==> src/rtl/mmio_uart_tx.sv <==
// mmio_uart_tx: memory-mapped 8N1 UART transmitter with TX FIFO; define UART_TX_PARITY_EN for an even-parity bit
module mmio_uart_tx #(
   parameter logic [31:0] BASE_ADDR = 32'h0000_1000,
   parameter int CLK_DIV = 16,
   parameter int FIFO_DEPTH = 8
) (
   input logic clk,
   input logic reset,
   input logic mem_wr_sig,
   input logic [31:0] mem_addr,
   input logic [31:0] mem_wr_data,
   output logic [31:0] mem_rd_data,
   output logic sel_hit,
   output logic tx
);
   localparam int AW = $clog2(FIFO_DEPTH);
   localparam logic [15:0] BAUD_MAX = 16'(CLK_DIV - 1);
`ifdef UART_TX_PARITY_EN
   typedef enum logic [2:0] {IDLE, START, DATA, PARITY, STOP} state_t;
   localparam logic PAR_EN = 1'b1;
`else
   typedef enum logic [2:0] {IDLE, START, DATA, STOP} state_t;
   localparam logic PAR_EN = 1'b0;
`endif
   state_t state;
   logic [7:0] fifo [FIFO_DEPTH];
   logic [AW-1:0] wr_ptr, rd_ptr;
   logic [AW:0] count;
   logic overflow, parity, full, empty, push, pop, baud_end, wr_data, wr_stat;
   logic [15:0] baud;
   logic [2:0] bit_idx;
   logic [7:0] shift;
   logic unused_bits;
   assign unused_bits = ^{mem_wr_data[31:8], mem_addr[1:0]};
   assign sel_hit = mem_addr[31:3] == BASE_ADDR[31:3];
   assign wr_data = mem_wr_sig & sel_hit & ~mem_addr[2];
   assign wr_stat = mem_wr_sig & sel_hit & mem_addr[2];
   assign full = count == (AW+1)'(FIFO_DEPTH);
   assign empty = count == '0;
   assign push = wr_data & ~full;
   assign pop = (state == IDLE) & ~empty;
   assign baud_end = baud == BAUD_MAX;
   assign mem_rd_data = (sel_hit & mem_addr[2]) ?
      {16'h0, 8'(count), 3'b0, PAR_EN, overflow, empty, full, state != IDLE} : '0;
   // FIFO storage; stale entries are harmless because pointers and count are reset
   always_ff @(posedge clk) begin
      if (push) fifo[wr_ptr] <= mem_wr_data[7:0];
   end
   // FIFO pointers, occupancy and sticky overflow flag (push is judged before same-cycle pop)
   always_ff @(posedge clk) begin
      if (reset) begin
         wr_ptr <= '0;
         rd_ptr <= '0;
         count <= '0;
         overflow <= 1'b0;
      end else begin
         if (push) wr_ptr <= wr_ptr + 1'b1;
         if (pop) rd_ptr <= rd_ptr + 1'b1;
         count <= (push & ~pop) ? count + 1'b1 : (pop & ~push) ? count - 1'b1 : count;
         overflow <= (wr_data & full) ? 1'b1 : (wr_stat & mem_wr_data[3]) ? 1'b0 : overflow;
      end
   end
   // Serialiser FSM with registered tx; baud counter wraps at every bit end and idles at 0
   always_ff @(posedge clk) begin
      if (reset) begin
         state <= IDLE;
         tx <= 1'b1;
         baud <= '0;
         bit_idx <= '0;
         shift <= '0;
         parity <= 1'b0;
      end else begin
         baud <= (state == IDLE || baud_end) ? '0 : baud + 1'b1;
         case (state)
            IDLE: if (pop) begin
               shift <= fifo[rd_ptr];
               parity <= ^fifo[rd_ptr];
               state <= START;
               tx <= 1'b0;
            end
            START: if (baud_end) begin
               bit_idx <= '0;
               state <= DATA;
               tx <= shift[0];
            end
            DATA: if (baud_end) begin
               shift <= shift >> 1;
               bit_idx <= bit_idx + 1'b1;
`ifdef UART_TX_PARITY_EN
               state <= (bit_idx == 3'd7) ? PARITY : DATA;
               tx <= (bit_idx == 3'd7) ? parity : shift[1];
`else
               state <= (bit_idx == 3'd7) ? STOP : DATA;
               tx <= (bit_idx == 3'd7) ? 1'b1 : shift[1];
`endif
            end
`ifdef UART_TX_PARITY_EN
            PARITY: if (baud_end) begin
               state <= STOP;
               tx <= 1'b1;
            end
`endif
            STOP: if (baud_end) begin
               state <= IDLE;
               tx <= 1'b1;
            end
            default: begin
               state <= IDLE;
               tx <= 1'b1;
            end
         endcase
      end
   end
endmodule

==> config.mk <==
export PLATFORM = sky130hd
export DESIGN_NAME = mmio_uart_tx
export DESIGN_NICKNAME = d
export VERILOG_FILES = /design/src/rtl/mmio_uart_tx.sv
export SDC_FILE = /design/constraint.sdc
export NUM_CORES = 1
export LEC_CHECK = 0
export ABC_AREA = 1
export CORE_ASPECT_RATIO = 1.75
export CORE_MARGIN = 3
export CORE_UTILIZATION = 56
export CTS_CLUSTER_SIZE = 16
export DETAILED_ROUTE_END_ITERATION = 8
export HOLD_SLACK_MARGIN = 0.08
export MAX_ROUTING_LAYER = met4
export PLACE_DENSITY = 0.85
export SYNTH_ARGS = -nofsm -noshare
export SYNTH_HDL_FRONTEND = slang
export SYNTH_SLANG_ARGS = --single-unit
==> constraint.sdc <==
create_clock -name clk -period 6.05 [get_ports clk]
set_clock_uncertainty 0.1 [all_clocks]
set_input_delay 1.21 -clock clk [delete_from_list [all_inputs] [get_ports clk]]
set_output_delay 1.21 -clock clk [all_outputs]
set_load 0.005 [all_outputs]
After elaboration in Yosys (flattened, before gate mapping)
Memory sizes are Yosys's and may differ from the RTL's. A register that Yosys moved wholly into a read port is not among the register bits.
Index checks and enable logic that the tools add are counted.
Operators by class
  equal/unequal tests: 11
  bitwise logic cells: 15
  add/sub/neg operators: 6
  reductions and logical operators: 12
  mux-type cells: 26
Operators by type and width (count)
  $eq A29 B10 Y1 const B: 1
  $mux W3: 7
  $add A16 B1 Y16 const B: 1
  $eq A16 B4 Y1 const B: 1
  $mux W8: 2
  $pmux W8 S2: 1
  $mux W12: 1
  $pmux W3 S4: 1
  $and A1 B1 Y1: 10
  $mux W1: 10
  $add A3 B1 Y3 const B: 3
  $mux W4: 2
  $ne A2 B2 Y1 const B: 4
  $reduce_bool A2 Y1: 4
  $eq A3 B2 Y1 const B: 2
  $pmux W3 S2: 1
  $reduce_and A3 Y1: 2
  $not A1 Y1: 5
  $add A4 B1 Y4 const B: 1
  $eq A4 B4 Y1 const B: 1
  $logic_not A4 Y1: 1
  $pmux W1 S4: 1
  $reduce_and A4 Y1: 1
  $sub A4 B1 Y4 const B: 1
  6 further kinds: 6
Word-level totals
  register bits after elaboration: 42
  output and inout port bits: 34
  bits of input ports: 67
  memory bits (writable): 64
  logic and storage cells: 80
  memories kept: 1
Memories
  fifo: words 8, bits a word 8, rd ports 1, clocked after Yosys merged registers in 1, write ports 1, RTL line 26  | logic [7:0] fifo [FIFO_DEPTH];

Logic depth before layout (Yosys ltp)
Gate-level depths: netlist (run 1).
  depth in word-level cells: 8
  gate-level depth with buffers: 18
  gate-level depth less buffers: 18

Worst setup path before layout (run 1)
OpenSTA, ideal clock, no wires.
  kind: in2out
  start: in mem_addr[30]
  end: out mem_rd_data[1]
  required time: 4.740 ns
  path slack: 2.612 ns
  path buffers: 0
  arrival time: 2.128 ns
  cell stages on the path: 7
  cell sequence: nor2_1 > nand2_1 > nor2_1 > nand2_1 > nor2_1 > nand2_1 > nor3_1
Between the ends
  word-level cells in the longest chain between the ends: 3
RTL lines
  from (decl): RTL line 10  | input logic [31:0] mem_addr,
  $eq A29 B10 Y1: RTL line 35  | assign sel_hit = mem_addr[31:3] == BASE_ADDR[31:3];
  named net sel_hit: RTL line 13  | output logic sel_hit,
  $and A1 B1 Y1: RTL line 43  | assign mem_rd_data = (sel_hit & mem_addr[2]) ?
  $mux W12: RTL line 43
  to (decl): RTL line 12  | output logic [31:0] mem_rd_data,
The timed path passes the listed nets, and every way through them passes these cells.

Final worst setup path (run 1)
  start: in mem_addr[4]
  end: out mem_rd_data[1]
Between the ends
  word-level cells in the longest chain between the ends: 3
RTL lines (RTL line)
  $eq A29 B10 Y1: 35
  $and A1 B1 Y1: 43
  $mux W12: 43
Every way passes these cells.

==> impl_metrics.csv, run 1 <==
group,metric,value,unit
routing,via_per_inst,5.28,
finish,final_common_cell,"nand2_1",
placement,placed_cell_area,0.00579,mm^2
logic_synthesis,syn_inst,616,
placement,place.gp.congestion,0.816,
pwr,clkPwrFrac,25.4,%
timing,setup_viol,0,
critical_path,cpPeakStageDelay,0.56,ns
cts,htreeDepth,3,
logic_synthesis,ys_types,36,
routing,num_vias,4181,
placement,dp_hpwl,8000,um
logic_synthesis,yosysTopAreaCell,"edfxtp_1",
finish,nets,748,
cts,cts_buffers,9,
global_route,grt_first_pass_wirelength,18000,um
finish,utilization,66.8,%
pwr,ir_drop,255,uV
logic_synthesis,synth_warnings,0,
logic_synthesis,netlist_area,0.00527,mm^2
critical_path,crit_path_max_fanout,8,
timing,worst_hold_slack,0.367,ns
routing,first_iter_violations,245,
logic_synthesis,synth_seq_cells,108,
cts,clk_latency,0.35,ns
cts,cts_root_buf,"clkbuf_16",
cts,clkSinkCount,108,
logic_synthesis,seq_area_frac_synth,53.2,%
timing,post-route-period-util,75.5,%
cts,cts.clk_slew.worst_paths,0.08,ns
critical_path,critPathCaptureType,"output port",
pwr,switching_share,36.8,%
routing,firstDrtPassIters,5,
cts,cts_setup_buffers,0,
pwr,p_int,1.39,mW
outcome,status,"complete, no violations",
timing,worstMarginPinSlew,0.806,ns
worst_hold_path,min_path_type,"flip-flop to flip-flop",
timing,tns,0,ns
finish,drive_above_1_share,6.70,%
global_route,overflow,0,
die,dieArea,0.0107,mm^2
die,io_pins,101,
logic_synthesis,syn_avg_cell_area,8.56,um^2
die,die_h,134,um
finish,design_area,0.00607,mm^2
critical_path,cp.required,4.74,ns
critical_path,slowest_stage,"clkdlybuf4s50_1",
pwr,power.net_switching,808,uW
finish,area_growth,15.2,%
routing,routed_wl,11200,um
global_route,grt_max_degree,34,
critical_path,crit_chain,"clkdlybuf4s50_1, nor2_1, nand3_1, inv_1, nand3_1, nor2_1, nand2_1, nor3_1, clkdlybuf4s50_1",
critical_path,r2r_slack,3.49,ns
routing,drc,0,
logic_synthesis,synth_top_area_share,36.4,%
die,core-area,0.00909,mm^2
finish,layout_common_cells,"118 x nand2_1, 93 x nor2_1, 64 x inv_1, 64 x edfxtp_1, 57 x nand3_1",
global_route,grt.total_usage,22.6,%
critical_path,path_class,"input pin to output port",
pwr,seq_power_share,41.0,%
timing,max_clock_freq,219,MHz
die,rows,46,
die,die_w,79.4,um
timing,final-max-slew-violation-count,0,
cts,cts_resized,0,
routing,wire_per_inst,14.2,um
critical_path,crit_path_start_kind,"input pin",
die,start_util,58.0,%
cts,tritoncts,"done",
timing,relSlewSlack,46.3,%
timing,hold_viol,0,
global_route,antenna_found_initial,0,
logic_synthesis,synth.area.top_cells,"edfxtp_1 36%, dfxtp_1 17%, nand2_1 8.4%",
cts,clockBufferDepth,2,
routing,ant_nets,0,
pwr,p_comb_share,33.6,%
pwr,power_density,361,mW/mm^2
critical_path,crit_arrival,3.26,ns
pwr,p_leak,2.39,nW
timing,rsz0062_at_grt,"false",
global_route,grt_pass1_vias,4105,
cts,cts_hold_buf,0,
finish,antenna_cells,0,
timing,finalCriticalPeriod,4.57,ns
placement,portBuffers,50,
run,drv_cap,0,
-- power groups by stage --
stage	Combinational (mW)	Sequential [mW]	Clock, mW
floorplan	0.611	0.889	0
global placement	0.677	0.910	0
detailed placement	0.717	0.914	0
CTS	0.730	0.899	0.566
global route	0.845	0.907	0.591
finish	0.736	0.899	0.558
-- synthesized netlist by cell type --
| library cell | count |
|---|---|
| nor2_1 | 93 |
| a21oi_1 | 37 |
| buf_4 | 26 |
| or2_0 | 1 |
| clkbuf_1 | 3 |
| ha_1 | 13 |
| buf_8 | 1 |
| nor2_2 | 6 |
| o21a_1 | 2 |
| nor3_1 | 13 |
| conb_1 | 1 |
| inv_2 | 4 |
| buf_6 | 1 |
| xor2_1 | 3 |
| buf_2 | 11 |
| inv_1 | 64 |
| nor2_4 | 1 |
| a21boi_1 | 1 |
| o211ai_1 | 2 |
| nand2_4 | 1 |
| fa_1 | 1 |
| o21ai_0 | 24 |
| nand3b_1 | 2 |
| or2_2 | 1 |
| nand4_1 | 7 |
| o21ai_2 | 1 |
| dfxtp_1 | 44 |
| nand3_2 | 2 |
| or3_1 | 1 |
| nand2_2 | 4 |
| nand3_1 | 57 |
| nor3b_1 | 2 |
| edfxtp_1 | 64 |
| nand2_1 | 118 |
| o22ai_1 | 2 |
| o21ai_1 | 2 |
-- cells by family (layout without fill, tap and decap cells) --
family / count (synthesis) / after routing / share of synthesized area (%)
AO/OA/AOI/OAI: 71 / 71 / 7.10
XOR/XNOR: 3 / 3 / 0.498
adder cells (fa/ha/maj): 14 / 14 / 3.46
buffers and inverters: 110 / 143 / 10.3
flip-flops: 108 / 108 / 53.2
other: 1 / 24 / 0.0711
AND/OR/NAND/NOR: 309 / 309 / 25.4
-- final timing paths --
path                    start              to  depth (start not counted)
hold / removal      rd_ptr[2]       flip-flop                          2
setup / recovery  mem_addr[4]  mem_rd_data[1]                          9
hold reg to reg     rd_ptr[2]       flip-flop                          2
setup reg to reg     count[1]        count[3]                         15
-- layer usage --
metal	wire length, um	share of wire (%)	track usage [%]
met1	3820	34	21.1
met2	6540	58	43.3
met3	550	4.9	4.30
met4	336	3.0	9.46
met5	0	0	-
-- area by class of cell --
cell class,instances,area (um^2)
clock buffers,9,225
clock inverters,7,57.6
fillers,738,3020
inverters,68,255
multi-input cells,421,2010
flip-flops and latches,108,2800
well taps,120,150
repair buffers,59,568
-- stage by stage --
stage | worst slack, ns | power (mW) | cells
after floorplan | 2.61 | 1.50 | 639
after global placement | 1.58 | 1.59 | 776
after detailed placement | 1.50 | 1.63 | 776
after CTS | 1.50 | 2.19 | 792
after global routing | 1.25 | 2.34 | 792
final | 1.48 | 2.19 | 792
-- flip-flops by register name, indices dropped and copies added (netlist names), named ones only --
name / cells
fifo: 64
baud: 16
shift: 8
count: 4
bit_idx: 3
rd_ptr: 3
wr_ptr: 3
state: 2
overflow: 1
tx: 1
-- critical path: cells and delay by family --
kind / cells / cell delay, ns
buffers and inverters: 3 / 1.05
and+or+nand+nor: 6 / 1.01
Note: power is estimated with default switching activity, not from simulation.
==> inputs of run 2 (changes only) <==
Settings changed: CORE_UTILIZATION 56 to 47, PLACE_DENSITY 0.85 to 0.76.
Clock period 6.05 ns to 3.8 ns, I/O delays scaled along.
==> run 2 against run 1 <==
Net effect: hold slack improved by 0.011 ns; core utilization down 10 points; highest routed layer unchanged; non-clock buffer count up 2; clock power rose by 79%; final area up 1.1%; flip-flop and latch count is the same; critical path type unchanged; worst setup slack got worse by 1.1 ns; largest power group unchanged.
==> impl_metrics.csv, run 2 (synthesis results as in run 1) <==
group,metric,value,unit
die,core-area,0.0108,mm^2
critical_path,startpoint,"mem_addr[18]",
cts,tritoncts,"done",
global_route,grt_max_degree,34,
cts,cts_setup_buffers,0,
global_route,antenna_found_initial,0,
timing,hold_viol,0,
cts,cts.clk_slew.worst_paths,0.07,ns
critical_path,r2r_start,"count[1]",
die,io_pins,101,
pwr,power_density,584,mW/mm^2
finish,nets,750,
critical_path,cp.required,2.94,ns
die,die_w,86.1,um
cts,cts_buffers,9,
placement,dpl.cell_count,788,
critical_path,crit_top_cell,"nor2_1",
finish,area_growth,16.4,%
timing,rsz0062_at_grt,"false",
finish,antenna_cells,0,
finish,fin_cells,804,
finish,regArea,0.00280,mm^2
critical_path,r2r_end,"count[3]",
cts,cts_root_buf,"clkbuf_16",
cts,clkSinkCount,108,
finish,final_common_cell,"nand2_1",
timing,finalCriticalPeriod,3.46,ns
global_route,overflow,0,
critical_path,path_class,"input pin to output port",
critical_path,slowest_stage,"clkdlybuf4s50_1",
finish,multi_input_area,0.00201,mm^2
global_route,grt.total_usage,18.7,%
routing,wire_per_inst,13.7,um
timing,post-route-period-util,91.0,%
die,die_h,146,um
critical_path,crit_path_start_kind,"input pin",
critical_path,critPathCaptureType,"output port",
cts,clockBufferDepth,2,
cts,clk_latency,0.36,ns
finish,drive_above_1_share,6.97,%
die,start_util,48.7,%
critical_path,cpPeakStageDelay,0.54,ns
finish,largest-register,"fifo",
placement,dp_hpwl,7910,um
finish,fill_cells,949,
placement,portBuffers,50,
routing,firstDrtPassIters,4,
routing,routed_wl,11000,um
critical_path,worstSetupEndpoint,"mem_rd_data[1]",
routing,first_iter_violations,256,
cts,htreeDepth,3,
routing,num_vias,4115,
timing,relSlewSlack,49.9,%
placement,place.gp.congestion,0.870,
timing,worstMarginPinSlew,0.752,ns
pwr,ir_drop,337,uV
die,rows,50,
global_route,grt_first_pass_wirelength,18200,um
run,drv_cap,0,
routing,drc,0,
timing,max_clock_freq,289,MHz
critical_path,r2r_slack,1.32,ns
outcome,status,"complete, no violations",
timing,tns,0,ns
finish,largest_reg_flops,64,
finish,top_regs,"fifo: 64 flops, baud: 16 flops, shift: 8 flops",
routing,ant_nets,0,
cts,cts_resized,0,
finish,layout_common_cells,"118 x nand2_1, 93 x nor2_1, 64 x inv_1, 64 x edfxtp_1, 57 x nand3_1",
critical_path,crit_arrival,2.60,ns
critical_path,crit_path_max_fanout,8,
timing,final-max-slew-violation-count,0,
global_route,grt_pass1_vias,4053,
worst_hold_path,min_path_type,"flip-flop to flip-flop",
timing,setup_viol,0,
critical_path,ff2ff_path_depth,15,
cts,cts_hold_buf,0,
pwr,p_leak,2.43,nW
critical_path,crit_chain,"clkdlybuf4s50_1, nor2_1, nand3_1, nor2_1, nand2_1, nor2_1, nand2_1, nor3_1, clkdlybuf4s50_1",
die,dieArea,0.0126,mm^2
routing,via_per_inst,5.12,
run 2: cell types whose count changed in the layout (fill, tap and decap cells not counted), sizes merged:
cell | previous run | this run
inv | 71 | 73
clkinvlp | 3 | 0
bufinv | 0 | 1
buf | 9 | 11
run 2: how the worst min path moves through the flow:
stage,start,cells past startpoint,to
2_1_floorplan,baud[0],1,baud[0]
3_5_place_dp,rd_ptr[2],2,flip-flop
4_1_cts,rd_ptr[2],2,flip-flop
5_1_grt,overflow,2,overflow
6_report,baud[0],1,baud[0]
3_3_place_gp,baud[0],1,baud[0]
run 2: cell type report:
type / instances / share of cell area [%]
flip-flops and latches: 108 / 45.7
multi-input cells: 421 / 32.8
repair buffers: 61 / 9.50
inverters: 68 / 4.16
clock buffers: 9 / 3.67
well taps: 130 / 2.65
clock inverters: 7 / 1.55
run 2: report_power, final:
group	total (mW)	internal [mW]	switching [mW]
registers	1.43	1.34	0.0892
clock network	0.997	0.536	0.461
logic	1.16	0.413	0.746
run 2: metrics by stage:
step	total power, mW	hold WS (ns)	utilization, %	area (um^2)	setup slack [ns]
2_1_floorplan	2.39	0.330	-	5360	1.11
3_3_place_gp	2.54	0.341	53.7	5820	0.408
3_5_place_dp	2.60	0.362	53.7	5820	0.326
4_1_cts	3.60	0.374	56.7	6140	0.324
5_1_grt	3.84	0.394	56.7	6140	0.111
6_report	3.59	0.378	56.7	6140	0.342
run 2: routing by layer:
layer / GRT usage (%) / wire length (um)
met5: - / 0
met4: 7.37 / 272
met3: 3.95 / 412
met2: 34.4 / 6210
met1: 18.6 / 4110
run 2: critical path, delay by kind of cell:
kind | cells | cell delay [ns]
and+or+nand+nor | 7 | 0.87
buffers and inverters | 2 | 0.97
==> RTL change 1, RTL diff (settings of run 1) <==
Register the inputs `mem_wr_sig`, `mem_addr` and `mem_wr_data` before use, without a reset. The logic sees them one clock later.
--- a/src/rtl/mmio_uart_tx.sv
+++ b/src/rtl/mmio_uart_tx.sv
@@ -16,4 +16,14 @@
    localparam int AW = $clog2(FIFO_DEPTH);
    localparam logic [15:0] BAUD_MAX = 16'(CLK_DIV - 1);
+
+   logic mem_wr_sig_q;
+   logic [31:0] mem_addr_q;
+   logic [31:0] mem_wr_data_q;
+
+   always_ff @(posedge clk) begin
+      mem_wr_sig_q  <= mem_wr_sig;
+      mem_addr_q    <= mem_addr;
+      mem_wr_data_q <= mem_wr_data;
+   end
 `ifdef UART_TX_PARITY_EN
    typedef enum logic [2:0] {IDLE, START, DATA, PARITY, STOP} state_t;
@@ -32,8 +42,8 @@
    logic [7:0] shift;
    logic unused_bits;
-   assign unused_bits = ^{mem_wr_data[31:8], mem_addr[1:0]};
-   assign sel_hit = mem_addr[31:3] == BASE_ADDR[31:3];
-   assign wr_data = mem_wr_sig & sel_hit & ~mem_addr[2];
-   assign wr_stat = mem_wr_sig & sel_hit & mem_addr[2];
+   assign unused_bits = ^{mem_wr_data_q[31:8], mem_addr_q[1:0]};
+   assign sel_hit = mem_addr_q[31:3] == BASE_ADDR[31:3];
+   assign wr_data = mem_wr_sig_q & sel_hit & ~mem_addr_q[2];
+   assign wr_stat = mem_wr_sig_q & sel_hit & mem_addr_q[2];
    assign full = count == (AW+1)'(FIFO_DEPTH);
    assign empty = count == '0;
@@ -41,9 +51,9 @@
    assign pop = (state == IDLE) & ~empty;
    assign baud_end = baud == BAUD_MAX;
-   assign mem_rd_data = (sel_hit & mem_addr[2]) ?
+   assign mem_rd_data = (sel_hit & mem_addr_q[2]) ?
       {16'h0, 8'(count), 3'b0, PAR_EN, overflow, empty, full, state != IDLE} : '0;
    // FIFO storage; stale entries are harmless because pointers and count are reset
    always_ff @(posedge clk) begin
-      if (push) fifo[wr_ptr] <= mem_wr_data[7:0];
+      if (push) fifo[wr_ptr] <= mem_wr_data_q[7:0];
    end
    // FIFO pointers, occupancy and sticky overflow flag (push is judged before same-cycle pop)
@@ -58,5 +68,5 @@
          if (pop) rd_ptr <= rd_ptr + 1'b1;
          count <= (push & ~pop) ? count + 1'b1 : (pop & ~push) ? count - 1'b1 : count;
-         overflow <= (wr_data & full) ? 1'b1 : (wr_stat & mem_wr_data[3]) ? 1'b0 : overflow;
+         overflow <= (wr_data & full) ? 1'b1 : (wr_stat & mem_wr_data_q[3]) ? 1'b0 : overflow;
       end
    end
Function: changed (Yosys sat finds a counterexample within 4 cycles, from zero or initial values and one cycle with reset high).
==> RTL change 1 against run 1 <==
Design area grew 17%; sequential cell count grew 39; critical path type is now reg -> out; hold slack gained 0.0011 ns; register-to-register slack is essentially flat; wire length grew 9.1%; synthesized area grew 15%; critical endpoint unchanged; first-iteration DRC count shrank 2.4%; worst setup slack gained 0.92 ns; sequential share of layout area grew 4.2 points; final cell count grew 6.8%.
Power is not compared: it rests on default switching activity, and its combinational part moved more than twofold at a synthesized area within 25%.
==> RTL change 1: results (changes against run 1) <==
| Metric | Value |
|---|---|
| Run status | `finished, final reports clean` |
| # H-tree levels | `4 (+1)` |
| VDD IR max | `0.000339 V` |
| CP arrival | `2.34 ns (-0.92 ns)` |
| Final setup viols | `0 (unchanged)` |
| HP Class | `reg -> reg` |
| Vias/cell | `5.19 (-1.7%)` |
| Synth Flop Type | `dfxtp_1` |
| Avg Inst Size Synth | `9.28 µm² (+8.4%)` |
| Xor/xnor share of the synthesized area | `0.434% (-0.065 points)` |
| Initial antenna violation count | `0 (unchanged)` |
| Port bufs | `50 (unchanged)` |
| Largest net degree at the start of global routing | `34 (unchanged)` |
| Worst slack, placed | `2.49 ns (+0.993 ns)` |
| Clk_lat worst skew | `0.42 ns (+0.07 ns)` |
| DR pass1 iterations | `5 (unchanged)` |
| Vias in the first global route | `4,266 (+3.9%)` |
| Fin nets | `787 (+5.2%)` |
| Area after DPL | `6570 µm² (+14%)` |
| Clock slew seen by the registers of the worst setup and hold paths | `0.06 ns (-0.02 ns)` |
| Synth async-reset ratio | `0% (unchanged)` |
| Count of cell types in the netlist | `37 (+2.8%)` |
| Vias | `4,388 (+5.0%)` |
| Worst-Margin Slew | `0.941 ns (+0.135 ns)` |
| PostCTS Resize Cnt | `0 (unchanged)` |
| All-Layer GR Usage | `21.4% (-1.2 points)` |
| Synth Warn # | `0 (unchanged)` |
| Mux contribution to synthesized area | `0% (unchanged)` |
| CP max FO | `8 (unchanged)` |
| Post-Synth Adder-Cell Area | `3.02% (-0.45 points)` |
| First-pass GRT wire length | `19.5 mm (+8.1%)` |
| Compound-cell area share of the yosys netlist | `5.97% (-1.1 points)` |
| Placed cells | `814 (+4.9%)` |
| Avg WL per Cell | `14.5 µm (+2.2%)` |
| CTS Buffer Depth | `2 (unchanged)` |
| CTS buffer count | `17 (+8)` |
| RePlAce Congestion | `0.874 (+7.1%)` |
| Synth area leaders | `edfxtp_1, dfxtp_1, nand2_1` |
| Share of post-route cells with drive strength above 1 | `9.32% (+2.6 points)` |
| Post-DP HPWL | `8.32 mm (+4.0%)` |
| Sequential area share after synthesis | `59.1% (+6.0 points)` |
| Post-synth top cells | `nand2_1, nor2_1, dfxtp_1, inv_1, edfxtp_1` |
| Clock root buffer | `clkbuf_16` |
| N_diodes | `0 (unchanged)` |
| DRT iter0 DRCs | `239 (-2.4%)` |
| Largest regs | `fifo (64), mem_addr_q (30), baud (16)` |
RTL change 1: final cells by class:
type / count / area, µm²
tap: 127 / 159
fill: 746 / 3300
clock buffer: 19 / 443
clock inverter: 13 / 104
timing repair buffer: 51 / 508
sequential: 147 / 3580
inverter: 70 / 263
multi-input combinational: 419 / 2060
RTL change 1: kinds of logic after synthesis:
group | after synthesis
AND/OR/NAND/NOR | 310
flip-flops | 147
buffers and inverters | 110
AO/OA/AOI/OAI | 68
adder cells (fa/ha/maj) | 14
XOR/XNOR | 3
other | 1
RTL change 1: worst max-delay path, cell delays in order (launching register included):
cell and delay, ns:
dfxtp_1 0.30, nor2_1 0.09, nand3_1 0.13, inv_1 0.09, nand3_1 0.07, nor2_1 0.26, nand2_1 0.25, nor3_1 0.18
clkdlybuf4s50_1 0.55
RTL change 1: report_power, final:
group          internal, mW  leakage, nW  switching, mW
Sequential             1.05         1.26         0.0124
Clock                 0.541        0.263          0.410
Combinational        0.0351         1.28         0.0307
RTL change 1: path summary, 6_finish.rpt:
path                       start              to  slack, ns  depth (start not counted)
setup reg to reg  mem_addr_q[11]        count[3]       3.48                         18
setup / recovery   mem_addr_q[6]  mem_rd_data[1]       2.40                          8
hold reg to reg          baud[0]         baud[0]       0.37                          1
hold / removal           baud[0]         baud[0]       0.37                          1
RTL change 1: layer usage:
layer	vias to the layer above	GRT usage, %	routed length, µm
met5	-	-	0
met4	0	10.7	333
met3	39	4.88	542
met2	128	40.2	7030
met1	2024	19.8	4370
li1	2197	-	-
==> RTL change 2, RTL diff (flow settings as in run 1) <==
Without the edit above. Build with the macro `UART_TX_PARITY_EN` defined.
--- a/src/rtl/mmio_uart_tx.sv
+++ b/src/rtl/mmio_uart_tx.sv
@@ -1,3 +1,5 @@
 // mmio_uart_tx: memory-mapped 8N1 UART transmitter with TX FIFO; define UART_TX_PARITY_EN for an even-parity bit
+`define UART_TX_PARITY_EN
+
 module mmio_uart_tx #(
    parameter logic [31:0] BASE_ADDR = 32'h0000_1000,
Check against the original RTL: not equivalent (Yosys sat finds a counterexample within 4 cycles, from zero or initial values and one cycle with reset high).
==> RTL change 2 against run 1 <==
Design area grew 4.4%; synthesized cell count is 9.6% higher; worst setup slack improved by 0.071 ns; final cell count is 7.3% higher; power grew 5.0%; wire length grew 6.4%; global-route usage up 1.4 points; sequential cell count rose by 2; sequential share of layout area is 1.3 points lower; synthesized area is 5.5% higher; largest power group unchanged; hold slack worse by 0.015 ns; highest routed layer unchanged; largest cell class unchanged.
==> RTL change 2: results (changes against run 1) <==
| Metric | Value |
|---|---|
| Run status | `finished, final reports clean` |
| Worst-Margin Slew | `0.987 ns (+0.181 ns)` |
| Sw Pwr | `0.880 mW (+8.9%)` |
| Number of setup buffers added after CTS | `0 (unchanged)` |
| DRT iter0 DRCs | `278 (+13%)` |
| CP arrival | `3.19 ns (-0.07 ns)` |
| Share of post-route cells with drive strength above 1 | `7.28% (+0.58 points)` |
| Vias/cell | `5.29 (+0.22%)` |
| Synth Flop Type | `edfxtp_1` |
| Cell family with most CP delay | `simple AND/OR/NAND/NOR gates` |
| # fillers | `763 (+3.4%)` |
| Largest net degree at the start of global routing | `35 (+2.9%)` |
| Initial antenna violation count | `0 (unchanged)` |
| Largest stage delay on the critical path | `0.53 ns (-0.03 ns)` |
| All-Layer GR Usage | `24.0% (+1.4 points)` |
| VDD IR max | `0.000301 V (+18%)` |
| Post-Synth Adder-Cell Area | `2.16% (-1.3 points)` |
| CTS buffer count | `9 (unchanged)` |
| Sequential area share after synthesis | `51.1% (-2.1 points)` |
| Vias in the first global route | `4,507 (+9.8%)` |
| Post-synth top cells | `nand2_1, inv_1, edfxtp_1, nand3_1, nor2_1` |
| CTS Buffer Depth | `2 (unchanged)` |
| DR pass1 iterations | `6 (+1)` |
| First-pass GRT wire length | `20.0 mm (+11%)` |
| Synth Warn # | `0 (unchanged)` |
| RePlAce Congestion | `0.876 (+7.3%)` |
| Post-DP HPWL | `8.49 mm (+6.2%)` |
| Non-filler cells, final | `850 (+7.3%)` |
| Finished Core Util | `66.2% (-0.62 points)` |
| WL final | `12.0 mm (+6.4%)` |
| Syn Inst Count | `675 (+9.6%)` |
| Synth area leaders | `edfxtp_1, dfxtp_1, nand2_1` |
| CP max FO | `10 (+2)` |
| Port bufs | `51 (+2.0%)` |
| Count of cell types in the netlist | `36 (unchanged)` |
| Placed cells | `834 (+7.5%)` |
| Compound-cell area share of the yosys netlist | `6.14% (-0.96 points)` |
| Area after DPL | `6060 µm² (+4.7%)` |
| Xor/xnor share of the synthesized area | `1.10% (+0.60 points)` |
| Fin nets | `799 (+6.8%)` |
| P_leak | `2.77 nW (+16%)` |
==> RTL change 2: cell type report <==
cell class | instances | area share (%)
repair buffers | 56 | 8.64
inverters | 103 | 6.14
well taps | 122 | 2.41
clock buffers | 12 | 3.89
multi-input cells | 443 | 33.6
clock inverters | 4 | 0.493
flip-flops and latches | 110 | 44.8
==> RTL change 2: final timing paths <==
kind / from / to / slack, ns / cells after the start
setup / recovery: mem_addr[20] / mem_rd_data[1] / 1.55 / 7
hold / removal: baud[0] / baud[0] / 0.35 / 1
setup reg to reg: count[1] / count[3] / 3.26 / 16
hold reg to reg: baud[0] / baud[0] / 0.35 / 1
==> RTL change 2: worst reg2reg max path: cells and delay by family, from the launching register on <==
kind | cells | cell delay (ns)
simple gates | 8 | 0.91
buf+inv | 3 | 0.33
fa+ha+maj | 2 | 0.51
compound gates | 3 | 0.44
flops | 1 | 0.39
==> RTL change 2: power by group through the flow <==
stage	logic, mW	registers (mW)	clock network (mW)
2_1_floorplan	0.712	0.901	0
3_3_place_gp	0.795	0.924	0
3_5_place_dp	0.830	0.927	0
4_1_cts	0.837	0.911	0.553
5_1_grt	0.982	0.921	0.577
6_report	0.844	0.912	0.546
==> RTL change 2: kinds of logic (layout without fill, tap and decap cells) <==
kind of cell	Yosys count	count (layout)
compound gates	63	63
xor+xnor	7	7
flops	110	110
buf+inv	144	175
simple gates	341	341
other cells	1	23
fa+ha+maj	9	9
==> RTL change 2: metal layers <==
metal	track usage, %	up-vias	share of wire [%]	routed length (µm)
li1	-	2212	-	-
met1	23.9	2092	36	4330
met2	44.8	154	56	6750
met3	3.90	39	4.8	570
met4	9.87	0	2.6	315
met5	-	-	0	0
==> RTL change 2: per-stage QoR <==
stage	worst slack [ns]	hold WS [ns]	total power, mW
6_report	1.55	0.352	2.30
5_1_grt	1.39	0.380	2.48
4_1_cts	1.51	0.362	2.30
3_5_place_dp	1.54	0.350	1.76
3_3_place_gp	1.60	0.326	1.72
2_1_floorplan	2.59	0.318	1.61
